$ cat src/rtl/fetch_queue_pkg.sv
// Shared core width parameters, imported by the fetch queue and the decode unit.
package fetch_queue_pkg;
  localparam int unsigned ADDR_W  = 64;
  localparam int unsigned INSTR_W = 32;
  localparam int unsigned PID_W   = 20;
  localparam int unsigned TID_W   = 16;
  localparam int unsigned CNT_W   = 64;
  localparam int unsigned QDEPTH  = 4;
endpackage

$ cat src/rtl/fetch_queue_mem.sv
// One-write, one-read register array without reset; read is asynchronous.
module fetch_queue_mem #(
  parameter int unsigned DataW = 8,
  parameter int unsigned Depth = 4,
  parameter int unsigned AddrW = $clog2(Depth)
) (
  input  logic             clock_i,
  input  logic             we_i,
  input  logic [AddrW-1:0] waddr_i,
  input  logic [DataW-1:0] wdata_i,
  input  logic [AddrW-1:0] raddr_i,
  output logic [DataW-1:0] rdata_o
);
  logic [DataW-1:0] mem_q [Depth];

  always_ff @(posedge clock_i) begin
    if (we_i) mem_q[waddr_i] <= wdata_i;
  end

  assign rdata_o = mem_q[raddr_i];
endmodule

$ cat src/rtl/fetch_queue.sv
// Fetch-to-decode instruction queue: tags each push with a major ID and presents
// the head entry on registered outputs whenever decode is not stalled.
module fetch_queue
  import fetch_queue_pkg::*;
#(
  parameter int unsigned addressWidth            = ADDR_W,
  parameter int unsigned instructionWidth        = INSTR_W,
  parameter int unsigned PidSize                 = PID_W,
  parameter int unsigned TidSize                 = TID_W,
  parameter int unsigned instructionCounterWidth = CNT_W,
  parameter int unsigned queueDepth              = QDEPTH
) (
  input  logic                               clock_i,
  input  logic                               reset_i,
  input  logic                               enable_i,
  input  logic [instructionWidth-1:0]        instruction_i,
  input  logic [addressWidth-1:0]            instructionAddress_i,
  input  logic                               is64Bit_i,
  input  logic [PidSize-1:0]                 instructionPid_i,
  input  logic [TidSize-1:0]                 instructionTid_i,
  input  logic                               flush_i,
  input  logic                               stall_i,
  output logic                               stall_o,
  output logic                               enable_o,
  output logic [instructionWidth-1:0]        instruction_o,
  output logic [addressWidth-1:0]            instructionAddress_o,
  output logic                               is64Bit_o,
  output logic [PidSize-1:0]                 instructionPid_o,
  output logic [TidSize-1:0]                 instructionTid_o,
  output logic [instructionCounterWidth-1:0] instructionMajId_o
);
  localparam int unsigned PtrW   = $clog2(queueDepth);
  localparam int unsigned CntW   = instructionCounterWidth;
  localparam int unsigned EntryW = 1 + PidSize + TidSize + addressWidth + instructionWidth + CntW;
  localparam logic [PtrW:0] FullCount = (PtrW+1)'(queueDepth);

  logic [PtrW-1:0]   wptr_q, rptr_q;
  logic [PtrW:0]     count_q, count_d;
  logic [CntW-1:0]   majid_q;
  logic              valid_q;
  logic [EntryW-1:0] head_q, wdata, rdata;
  logic              push, pop;

  assign stall_o = (count_q == FullCount);
  assign push    = enable_i & ~stall_o & ~flush_i;
  assign pop     = ~stall_i & ~flush_i & (count_q != '0);

  assign wdata = {is64Bit_i, instructionPid_i, instructionTid_i,
                  instructionAddress_i, instruction_i, majid_q};

  fetch_queue_mem #(
    .DataW (EntryW),
    .Depth (queueDepth),
    .AddrW (PtrW)
  ) u_mem (
    .clock_i (clock_i),
    .we_i    (push),
    .waddr_i (wptr_q),
    .wdata_i (wdata),
    .raddr_i (rptr_q),
    .rdata_o (rdata)
  );

  always_comb begin
    count_d = count_q;
    if (push && !pop)      count_d = count_q + (PtrW+1)'(1);
    else if (pop && !push) count_d = count_q - (PtrW+1)'(1);
  end

  always_ff @(posedge clock_i or negedge reset_i) begin
    if (!reset_i) begin
      wptr_q  <= '0;
      rptr_q  <= '0;
      count_q <= '0;
      majid_q <= '0;
      valid_q <= 1'b0;
      head_q  <= '0;
    end else if (flush_i) begin
      // Major ID counter deliberately survives a flush so IDs stay unique.
      wptr_q  <= '0;
      rptr_q  <= '0;
      count_q <= '0;
      valid_q <= 1'b0;
    end else begin
      count_q <= count_d;
      if (push) begin
        wptr_q  <= wptr_q + PtrW'(1);
        majid_q <= majid_q + CntW'(1);
      end
      if (pop) rptr_q <= rptr_q + PtrW'(1);
      if (!stall_i) begin
        valid_q <= pop;
        if (pop) head_q <= rdata;
      end
    end
  end

  assign enable_o = valid_q;
  assign {is64Bit_o, instructionPid_o, instructionTid_o,
          instructionAddress_o, instruction_o, instructionMajId_o} = head_q;
endmodule

$ cat config.mk
export PLATFORM = sky130hd
export DESIGN_NAME = fetch_queue
export DESIGN_NICKNAME = d
export VERILOG_FILES = /design/src/rtl/fetch_queue_pkg.sv /design/src/rtl/fetch_queue_mem.sv /design/src/rtl/fetch_queue.sv
export SDC_FILE = /design/constraint.sdc
export NUM_CORES = 1
export LEC_CHECK = 0
export BUFFER_PORTS_ARGS = -buffer_cell sky130_fd_sc_hd__clkbuf_2
export CELL_PAD_IN_SITES_DETAIL_PLACEMENT = 0
export CELL_PAD_IN_SITES_GLOBAL_PLACEMENT = 1
export CORE_AREA = 2 2 292 294
export DETAILED_ROUTE_END_ITERATION = 6
export DIE_AREA = 0 0 294 296
export GPL_ROUTABILITY_DRIVEN = 0
export PLACE_DENSITY = 0.76
export SETUP_SLACK_MARGIN = 0.3
export SYNTH_ARGS = -nofsm -noshare
export SYNTH_HDL_FRONTEND = slang
export SYNTH_SLANG_ARGS = --single-unit
$ cat constraint.sdc
create_clock -name clock_i -period 5.85 [get_ports clock_i]
set_input_delay 0.2925 -clock clock_i [delete_from_list [all_inputs] [get_ports clock_i]]
set_output_delay 0.2925 -clock clock_i [all_outputs]
set_load 0.02 [all_outputs]
==> results list <==
- Status: completed
* Unrepaired setup endpoints after global routing: no
* Number of buffers inserted to repair setup after CTS: 0
* Cell count along the critical path: 5
- In this run the deepest clock path goes through 3 buffers.
* Final #Nets: around 2,500
* Detailed router's first-iteration violation count: ~1,300
* Boundary Pins: about 340
- Register-to-register setup slack: approximately 2.8 ns
- Synth warn: 0
- Gate Count Post-Synth: around 1,800
- Final setup viols: 0
- Total Negative Setup Slacks: 0 ns
- The die covers 0.08702 mm2.
- Average cell area after synthesis: between 20 and 25 um2
- Power Dens Cells: around 450 mW/mm2
- Number of port buffers: between 300 and 400
- The final count of hold timing violations was 0.
* Minimum period implied by the final worst setup slack: 3.099 ns
- The final layout contains routed wiring with a total length of 79,240 um.
* Routed WL per cell: approximately 23 um
* Setup skew after layout: about 0.024 ns
* Grt peak-use layer: met2
* Total power consumption of the routed design: 21.21 mW
- For the worst flop-to-flop path, the logic depth is 5.
* Synthesized netlist net count: around 1,900
* Clock Pin Slew Worst Setup and Hold Paths: about 0.060 ns
* Biggest fanout along the worst timing path: 68
- Post-CTS Resized: 0
- The die is ~300 um wide.
* Cell Chain, Critical Path: or3b_4 > nand2_1 > nor2_1 > and2_4 > buf_12
* Max VDD drop: around 0.24 mV
* Fin. max-slew vios: 0
* Number of synthesized register bits: approximately 1,100
- The pre-antenna-repair detailed-routing pass consisted of 5 iterations.
* Arrival time of the worst setup path: 3.39 ns
- Bufs and invs on worst path: 1
- Total via count after detailed routing: 18,630
- Crit Path Class: flip-flop to flip-flop
- STA classifies the critical path endpoint as a flip-flop.
* Number of CTS-inserted buffers: slightly above 100
- On the worst path, the slowest cell contributes a delay of between 0.9 and 1 ns.
- The total overflow left after global routing is 0.
* Dominant delay contributor by cell family on the critical path: simple AND/OR/NAND/NOR gates
* Root buf cell: clkbuf_16
* Fmax achieved: about 320 MHz
- The tool flagged a number of max-cap violations equal to 0.
- Of the synthesized area, sequential elements account for 77.68%.
- The clock drives between 1,000 and 1,500 sinks.
* Met3 global-route usage: between 3 and 4%
* Row Count: roughly 110
* Commonest register cell after synthesis: edfxtp_1
- Worst Slack Setup Final: roughly 2.8 ns
- Pin count of the biggest net entering global routing: 104
- Element type at the critical path start: flip-flop
- For this run, asynchronously set or reset flops after synthesis account for between 20% and 30%.
- The initial antenna violation count was 9.
- In this run the vertical extent of the chip is just under 300 um.
- First-pass GRT wire length: roughly 120,000 um
- Once the floorplan was initialized, standard cells occupied about 46% of the core.
- Worst-Margin Slew: between 1 and 1.5 ns
- Most common cell after layout, fill and taps aside: edfxtp_1
- Slowest stage cell, crit path: and2_4
- Global Route met2 Usage: between 30% and 40%
* Detailed-route DRC error count: 0
* Detailed placer's ending HPWL: 45,940 um
- The mapped netlist covers around 0.039 mm2.
- Insertion delay to the later sink of the worst-skew pair: around 0.67 ns
- The worst register-to-register path begins at count_q[2].
- Static Leakage: about 17 nW
* EDFF count, synth: 788
- Worst flop-to-flop path endpoint: u_mem.mem_q[3][86]
* Final clock period utilization by the worst path: between 50% and 60%
- Setup slack after placement: 2.720 ns
* Distinct cell type count of the synthesized netlist: 45
- The area growth from synthesis to layout is 20.16%.
- The via count of the first global-routing pass came to roughly 20,000.
* Fraction of layout instances using a drive strength above 1: approximately two fifths
- After detailed routing, the number of vias per cell comes to approximately 5.3.
- Highest-count cells in the layout ignoring fill and taps: 788 x edfxtp_1, 335 x clkbuf_2, 267 x dfrtp_1, 198 x mux2_2, 197 x mux4_2
- The count of nets left with antenna violations once routing finished came out at 0.
- For met1 alone, demand over resource in global routing was 23.68%.
- Clock tree from TritonCTS: done
- Path type of the worst min-delay path: primary input to async pin
- Headroom to the max-slew limit came out at a little over a quarter.
- Required time of the critical path: 6.14 ns
- Standard cell core area: around 0.084 mm2
- CTS HTree Levels: 3
* Count of hold buffers inserted by post-cts repair: 139
* Total global-route track usage: 18.23%
[registers in the layout, indices dropped and copies added (netlist names)]
signal / count
count_q: 3
wptr_q: 2
u_mem.mem_q: 788
head_q: 197
enable_o: 1
majid_q: 64
rptr_q: 2
[through the flow]
step	std cells	cell area (um2)	util (%)	hold WS, ns
finish	3491	47020	55.83	0.2445
global route	3490	47010	55.83	0.2926
CTS	3486	47000	55.82	0.3039
detailed placement	3154	42190	50.10	0.4145
global placement	3154	42190	50.10	0.3928
floorplan	1779	39130	-	-0.003091
[synth_stat cells, types with 3 or more instances]
cell,n,share of area (%)
edfxtp_1,788,60
dfrtp_1,269,17
mux2_2,198,5.7
mux4_2,197,11
xnor2_1,41,0.92
buf_2,34,0.43
nor2_1,32,0.31
clkbuf_1,29,0.28
xor2_1,28,0.63
nand2_1,26,0.25
nand4_1,22,0.35
nand3_1,21,0.27
inv_1,13,0.12
nor3_1,10,0.13
nor4_1,8,0.13
and3_1,7,0.11
and2_1,5,0.080
ha_1,5,0.16
buf_1,4,0.038
nand4_2,4,0.13
nand4b_1,3,0.067
nor4_2,3,0.096
nor4_4,3,0.16
[cell type report]
cell class,count,area [um2]
inverters,14,52.55
diodes,5,12.51
repair buffers,494,3388
flip-flops and latches,1057,30400
clock buffers,139,2855
clock inverters,54,566.8
fillers,6260,37190
well taps,1090,1364
multi-input cells,638,8374
[report_power, final]
part           internal [mW]  leakage (nW)  switching, mW
Sequential              9.15          10.5          0.644
Combinational           2.22          4.59           2.63
Clock                   3.83          1.65           2.74
[per-layer routing]
layer	wire length, um	share of wire (%)	vias up
met5	28	0.035	-
li1	-	-	8233
met3	4037	5.1	112
met4	1914	2.4	6
met2	41100	52	432
met1	32160	41	9848
[worst max path at each step]
stage / from / endpoint
global route: count_q[2] / u_mem.mem_q[2][91]
floorplan: count_q[2] / u_mem.mem_q[0][0]
detailed placement: count_q[2] / u_mem.mem_q[2][186]
CTS: count_q[2] / u_mem.mem_q[2][103]
finish: count_q[2] / u_mem.mem_q[3][86]
global placement: count_q[2] / u_mem.mem_q[1][75]
[kinds of logic after synthesis]
logic type      synth area share [%]
buf+inv                       0.9561
fa+ha+maj                     0.2111
mux                            17.04
xor+xnor                       1.545
compound gates                0.1055
simple gates                   2.462
flops                          77.68
(Power assumes the default switching activity.)
